--- src/rtl/uart_rx_fifo.sv ---
// rtl/uart_rx_fifo.sv - 8N1 UART receiver with oversampling divider and receive FIFO
module uart_rx_fifo #(
    parameter int FIFO_DEPTH  = 8,
    parameter int DIV_W       = 16,
    parameter int SYNC_STAGES = 2
) (
    input  logic                          clk,
    input  logic                          rst,
    input  logic [DIV_W-1:0]              baud_div,
    input  logic                          rx_i,
    output logic                          rd_valid,
    input  logic                          rd_ready,
    output logic [7:0]                    rd_data,
    output logic [$clog2(FIFO_DEPTH):0]   fifo_count,
    output logic                          frame_err,
    output logic                          overrun,
    input  logic                          clr_err,
    output logic                          busy
);

    localparam int AW = $clog2(FIFO_DEPTH);
    localparam int CW = AW + 1;

    typedef enum logic [2:0] {IDLE, START, DATA, STOP, BRK} state_t;

    state_t               state_q, state_d;
    logic [SYNC_STAGES-1:0] sync_q;
    logic                 rx_s;
    logic [DIV_W-1:0]     div_eff, div_q, cnt_q;
    logic [2:0]           bit_idx_q;
    logic [7:0]           sh_q;
    logic                 cnt_zero;
    logic                 push, fe_set;

    logic [7:0]           mem [FIFO_DEPTH];
    logic [AW-1:0]        wr_ptr_q, rd_ptr_q;
    logic [CW-1:0]        count_q;
    logic                 full, pop, accept;

    assign rx_s     = sync_q[SYNC_STAGES-1];
    assign div_eff  = (baud_div < DIV_W'(4)) ? DIV_W'(4) : baud_div;
    assign cnt_zero = (cnt_q == '0);

    // Metastability synchronizer; idles high so reset does not look like a start bit
    always_ff @(posedge clk) begin
        if (rst) sync_q <= '1;
        else     sync_q <= {sync_q[SYNC_STAGES-2:0], rx_i};
    end

    // Receiver state register
    always_ff @(posedge clk) begin
        if (rst) state_q <= IDLE;
        else     state_q <= state_d;
    end

    // Next-state decode; every timed state acts only when its counter expires
    always_comb begin
        state_d = state_q;
        case (state_q)
            IDLE:  if (!rx_s) state_d = START;
            START: if (cnt_zero) state_d = rx_s ? IDLE : DATA;
            DATA:  if (cnt_zero && bit_idx_q == 3'd7) state_d = STOP;
            STOP:  if (cnt_zero) state_d = rx_s ? IDLE : BRK;
            BRK:   if (rx_s) state_d = IDLE;
            default: state_d = IDLE;
        endcase
    end

    // Receiver outputs: FIFO push request, framing error strobe, busy flag
    always_comb begin
        push   = (state_q == STOP) && cnt_zero && rx_s;
        fe_set = (state_q == STOP) && cnt_zero && !rx_s;
        busy   = (state_q != IDLE);
    end

    // Bit timing counter, bit index and shift register; divider is frozen per frame
    always_ff @(posedge clk) begin
        if (rst) begin
            cnt_q     <= '0;
            bit_idx_q <= '0;
            sh_q      <= '0;
            div_q     <= DIV_W'(4);
        end else begin
            case (state_q)
                IDLE: if (!rx_s) begin
                    div_q <= div_eff;
                    cnt_q <= (div_eff >> 1) - DIV_W'(1);
                end
                START: if (cnt_zero) begin
                    cnt_q     <= div_q - DIV_W'(1);
                    bit_idx_q <= '0;
                end else begin
                    cnt_q <= cnt_q - DIV_W'(1);
                end
                DATA: if (cnt_zero) begin
                    sh_q[bit_idx_q] <= rx_s;
                    cnt_q           <= div_q - DIV_W'(1);
                    bit_idx_q       <= bit_idx_q + 3'd1;
                end else begin
                    cnt_q <= cnt_q - DIV_W'(1);
                end
                STOP: if (!cnt_zero) cnt_q <= cnt_q - DIV_W'(1);
                default: ;
            endcase
        end
    end

    // Framing error is a single-cycle strobe from the stop-bit sample
    always_ff @(posedge clk) begin
        if (rst) frame_err <= 1'b0;
        else     frame_err <= fe_set;
    end

    assign full     = (count_q == CW'(FIFO_DEPTH));
    assign rd_valid = (count_q != '0);
    assign pop      = rd_valid && rd_ready;
    // A full FIFO still accepts when the head is leaving in the same cycle
    assign accept   = push && (!full || pop);
    assign rd_data  = rd_valid ? mem[rd_ptr_q] : 8'h00;
    assign fifo_count = count_q;

    // FIFO storage; stale entries are never visible because rd_data is gated by rd_valid
    always_ff @(posedge clk) begin
        if (accept) mem[wr_ptr_q] <= sh_q;
    end

    // FIFO pointers and occupancy
    always_ff @(posedge clk) begin
        if (rst) begin
            wr_ptr_q <= '0;
            rd_ptr_q <= '0;
            count_q  <= '0;
        end else begin
            if (accept) wr_ptr_q <= wr_ptr_q + AW'(1);
            if (pop)    rd_ptr_q <= rd_ptr_q + AW'(1);
            count_q <= count_q + CW'(accept) - CW'(pop);
        end
    end

    // Sticky overrun; a new drop takes priority over a same-cycle clear
    always_ff @(posedge clk) begin
        if (rst)                         overrun <= 1'b0;
        else if (push && full && !pop)   overrun <= 1'b1;
        else if (clr_err)                overrun <= 1'b0;
    end

endmodule

--- config.mk ---
export PLATFORM = sky130hd
export DESIGN_NAME = uart_rx_fifo
export DESIGN_NICKNAME = d
export VERILOG_FILES = /design/src/rtl/uart_rx_fifo.sv
export SDC_FILE = /design/constraint.sdc
export NUM_CORES = 1
export LEC_CHECK = 0
export CAP_MARGIN = 15
export CELL_PAD_IN_SITES_DETAIL_PLACEMENT = 1
export CELL_PAD_IN_SITES_GLOBAL_PLACEMENT = 1
export CORE_MARGIN = 2
export CORE_UTILIZATION = 40
export DETAILED_ROUTE_END_ITERATION = 16
export GPL_ROUTABILITY_DRIVEN = 0
export HOLD_SLACK_MARGIN = 0.15
export PLACE_DENSITY = 0.77
export SYNTH_ARGS = -nofsm -noshare
export SYNTH_HDL_FRONTEND = slang
export SYNTH_SLANG_ARGS = --single-unit
export TNS_END_PERCENT = 5
--- constraint.sdc ---
create_clock -name clk -period 3.1 [get_ports clk]
set_input_delay 0.465 -clock clk [delete_from_list [all_inputs] [get_ports clk]]
set_output_delay 0.465 -clock clk [all_outputs]
set_load 0.01 [all_outputs]
After elaboration in Yosys (flattened, before gate mapping) --
Memory sizes are Yosys's and may differ from the RTL's. A register that Yosys moved wholly into a read port is not among the register bits. Index checks and enable logic that the tools add are counted.
Operators by class: $add $sub $neg 8, order comparisons 3, eq/ne operators 13, mux-type cells 26, bitwise operators 1, reduce and logical (&&, ||, !) cells 26
Operators with widths (number):
- 16-bit 2-to-1 mux | 4
- 16-bit case mux with 3 select lines | 1
- 16-bit by 1-bit subtractor with 16-bit output (second input constant) | 2
- 3-bit 2-to-1 mux | 10
- 16-bit zero test | 1
- 16-bit by 3-bit < comparator with 1-bit output (second input constant) | 1
- 15-bit by 1-bit subtractor with 16-bit output (second input constant) | 1
- 3-bit case mux with 5 select lines | 1
- 2-bit inequality test (second input constant) | 7
- 3-bit by 1-bit adder with 3-bit output (second input constant) | 3
- 1-bit logical AND | 9
- 8-bit bitwise mux | 1
- 8-bit 2-to-1 mux | 1
- 3-bit by 2-bit equality test with 1-bit output (second input constant) | 2
- 3-bit equality test (second input constant) | 2
- 3-bit case mux with 2 select lines | 1
- 3-bit AND reduction | 2
- 3-bit nonzero test | 2
- 1-bit 2-to-1 mux | 5
- 5-bit AND reduction | 1
- 4-bit by 1-bit adder with 4-bit output | 1
- 4-bit equality test (second input constant) | 1
- 3-bit by 4-bit < comparator with 1-bit output (second input constant) | 1
- 2-bit AND reduction | 2
- other kinds (12) | 15
Word-level totals: bits in registers 60, bits in writable memories 64, memories 1
Memories:
- mem | depth 8, width 8, read ports 1, clocked after Yosys merged registers in 1, wr ports 1, line 35 | logic [7:0] mem [FIFO_DEPTH];

Logic depth before layout (Yosys ltp) --
word-level depth 6, mapped depth 14, mapped depth without buffers 13

Worst setup path before layout --
No wires, ideal clock.
path type in2reg, start point input port baud_div[13], end point register cnt_q[6], library setup time 0.092 ns, arrival 3.079 ns, required time 3.008 ns, slack -0.070 ns, stages 11, path buffers 0, cells stage by stage or4_4 > or3_4 > or4_4 > nand2_2 > ha_1 > nand2b_1 > nor4_1 > xor2_1 > a21oi_1 > and3b_1 > nor4_1
Between the ends: longest elaborated chain between the ends 5
Ends and longest elaborated chain:
- start, declared | line 9 | input logic [DIV_W-1:0] baud_div,
- 16-bit by 3-bit < comparator with 1-bit output | line 41 | assign div_eff = (baud_div < DIV_W'(4)) ? DIV_W'(4) : baud_div;
- 16-bit 2-to-1 mux | line 41
- 15-bit by 1-bit subtractor with 16-bit output | line 87 | cnt_q <= (div_eff >> 1) - DIV_W'(1);
- 16-bit 2-to-1 mux | line 85 | IDLE: if (!rx_s) begin
- 16-bit case mux with 3 select lines | line 84 | case (state_q)
- end signal, assigned | line 87
- end signal, assigned | line 90 | cnt_q <= div_q - DIV_W'(1);
- end signal, assigned | line 93 | cnt_q <= cnt_q - DIV_W'(1);
- end, declared | line 29 | logic [DIV_W-1:0] div_eff, div_q, cnt_q;
No other way between the ends. The select of a mux whose other input is x is not followed. A chain may end at the register's enable or synchronous reset.

Final worst setup path --
start point input port baud_div[12], end point register cnt_q[4]
Same word-level chain as after synthesis.

==> results.yml <==
pwr:
  seqPwrFrac_pct: 37.9
  p_per_area_nw_per_um2: 663
  p_clk_share_pct: 36.9
  p_switching_mw: 1.50
  p_total_mw: 4.99
  p_leak_nw: 2.65
  p_int_mw: 3.49
  p_comb_share_pct: 25.2
  sw_frac_of_total_pct: 30.1
  peakVddDrop_mv: 0.350
detailed_routing:
  vias: 4653
  top_layer: "met4"
  drtIter0Drc: 235
  detail_route.vias_per_cell: 5.51
  m1WireLength_mm: 6.60
  routed_wl_mm: 15.8
  wl_met2_mm: 8.47
  ant_nets: 0
  drc: 0
  wl_met3_um: 366
  avgRoutedWirePerCell_um: 18.7
  dr.pass1.iters: 6
die:
  io_pins: 37
  core_um2: 15000
  start_util_pct: 40.6
  die-area_um2: 16300
  die_width_um: 128
  die_h_um: 128
  row_count: 45
clocking:
  cts_buffer_depth: 2
  cts_tree: "built"
  clock_sinks: 127
  cts-buffers-inserted: 17
  holdBufCountCts: 0
  clk_latency_ns: 0.42
  clk_pin_slew_ns: 0.06
  ctsRootBufferMaster: "clkbuf_16"
  htree_num_levels: 4
synthesis:
  ys_warn_count: 0
  syn_area_per_cell_um2: 10.6
  synth.top_cell.area_share_pct: 31.5
  synth-seq-cells: 127
  synthArstFlopShare_pct: 0
  synth_area_leaders: "edfxtp_1 (31%), dfxtp_1 (21%), mux4_2 (5.9%)"
  synthXorXnorAreaFrac_pct: 5.31
  synth_nets: 610
  synthMuxAreaShare_pct: 7.87
  synthAdderAreaFrac_pct: 3.20
  synth_top_family_by_area: "simple AND/OR/NAND/NOR gates"
  synth_edf_count: 64
  syn_inst: 574
  synth_compound_area_share_pct: 10.7
  synthSimpleGateAreaFrac_pct: 18.1
  yosys.cell_types.count: 60
  yosys.area.top_type: "edfxtp_1"
  synthFlopType: "edfxtp_1"
  synth_seq_area_share_pct: 52.1
  syn_area_um2: 6110
finish:
  area_delta_synth_final_pct: 23.2
  layout-drive-gt1-share_pct: 17.8
  fin_area_um2: 7520
  diodes: 0
  ff_latch_area_um2: 3180
  num-nets-final: 680
  layout.cells.non_filler: 845
  final_util_pct: 50.0
  multi_input_area_um2: 2830
  n_fill_cell: 1629
timing:
  setup_viol: 0
  finClkSkew_ns: 0.00973
  hold_slack_ns: 0.416
  period_minus_slack_ns: 3.04
  hold_viol: 0
  grt_setup_unrepaired: "yes"
  tightest_slew_ns: 0.607
  slew_headroom_pct: 59.4
  min_period_over_period_pct: 97.9
  final_max_slew_viol_count: 0
  fmax_mhz: 329
setup_path:
  worstPathRequired_ns: 3.39
  worst_setup_path_start_kind: "input port"
  ff2ff_setup_slack_ns: 0.36
  path_class: "in2reg"
  r2r_end: "fifo_count[2]"
  crit_fanout: 3
  r2r-start: "cnt_q[0]"
  reg2reg_depth: 11
  crit_path_end_kind: "flop"
  cp.arrival_ns: 3.32
place:
  place_area_um2: 6900
  place.detailed.hpwl_mm: 11.6
  dpl.cell_count: 811
  io_buffers: 36
global_route:
  grt_max_degree: 27
  grt-ovfl-total: 0
  antenna_found_initial: 0
  grt_pass1_vias: 4951
  grt_pass1_wl_mm: 26.0
  grt.total_usage_pct: 20.7
run_status:
  status: "finished clean"
run:
  maxCapViolations: 0
hold_path:
  hold_class: "reg2reg"
  whs_path_depth: 1
  min_to: "sync_q[1]"
  holdCritStartpoint: "sync_q[0]"
[power by group through the flow]
stage | Clock, mW | Sequential, mW | Combinational (mW)
3_3_place_gp | 0 | 1.92 | 1.19
6_report | 1.84 | 1.89 | 1.26
3_5_place_dp | 0 | 1.93 | 1.24
5_1_grt | 1.96 | 1.90 | 1.38
2_1_floorplan | 0 | 1.91 | 0.785
4_1_cts | 1.87 | 1.89 | 1.27
[critical path, stage by stage]
cell,delay (ns)
clkdlybuf4s50_1,0.42
or4_4,0.42
or3_4,0.34
or4_4,0.45
nor2b_1,0.19
ha_4,0.18
nand2b_4,0.09
buf_4,0.12
nor2_1,0.05
xnor2_1,0.21
o22ai_1,0.11
a31oi_1,0.16
o22ai_1,0.09
[cell families after synthesis]
group / Yosys count
mux: 28
buf+inv: 42
xor+xnor: 37
simple gates: 220
flops: 127
compound gates: 105
fa+ha+maj: 15
[cells in the mapped netlist (all sizes together) (5+ instances only)]
master	count
a211oi	7
or3	6
nor2	68
nor4	12
o22ai	7
nor3	24
o21ai	17
nand3	5
dfxtp	63
inv	14
clkbuf	24
xor2	18
nand2b	10
nand2	60
ha	14
mux4	16
xnor2	19
or4	6
edfxtp	64
a21oi	44
mux2i	12
[flip-flops by register name, summed over array words and instances (netlist names), 3 cells and up, named ones only]
register and flops:
wr_ptr_q 3, mem 64, fifo_count 4, sh_q 8, rd_ptr_q 3, state_q 3, bit_idx_q 3, div_q 16
cnt_q 16
[layer usage]
layer  vias to the layer above  track usage, %
met1                      2299            23.1
met4                         0            7.30
li1                       2245               -
met5                         -               0
met3                        28            4.86
met2                        81            38.4
[final cells by class]
class	instances	share of cell area, %
inverters	14	0.699
flip-flops and latches	127	42.3
repair buffers	79	8.97
clock inverters	15	1.63
multi-input cells	405	37.6
clock buffers	17	5.66
well taps	188	3.13
[per-stage QoR]
stage	setup TNS (ns)	setup WS, ns
floorplan	-0.0186	-0.0186
global placement	-2.88	-0.505
detailed placement	-3.65	-0.591
CTS	0	0.0612
global route	-0.0437	-0.0339
finish	0	0.0641
[placed cells by master (no fill, tap or decap), types with 18 or more instances in the layout]
master,synthesis,final
nor3_1,24,23
xnor2_1,19,19
edfxtp_1,64,64
buf_4,0,43
a21oi_1,44,44
nor2_1,68,68
nand2_1,59,59
xor2_1,18,18
dfxtp_1,63,63
clkdlybuf4s50_1,0,32
[worst max path at each step]
stage / slack (ns) / cells after the start / startpoint / endpoint
6_report: 0.06 / 13 / baud_div[12] / cnt_q[4]
2_1_floorplan: -0.02 / 11 / baud_div[13] / cnt_q[6]
5_1_grt: -0.03 / 12 / baud_div[12] / cnt_q[6]
4_1_cts: 0.06 / 12 / baud_div[12] / cnt_q[6]
3_3_place_gp: -0.50 / 12 / baud_div[13] / cnt_q[6]
3_5_place_dp: -0.59 / 12 / baud_div[13] / cnt_q[6]
[what timing repair did]
action                                  4_1_cts  5_1_grt
hold endpoints to repair                      0        0
endpoints found under the setup margin        5        4
pin swaps                                     7        3
gates resized for setup                      10        3
setup buffers                                 2        0
Power figures use the tool's default switching activity.
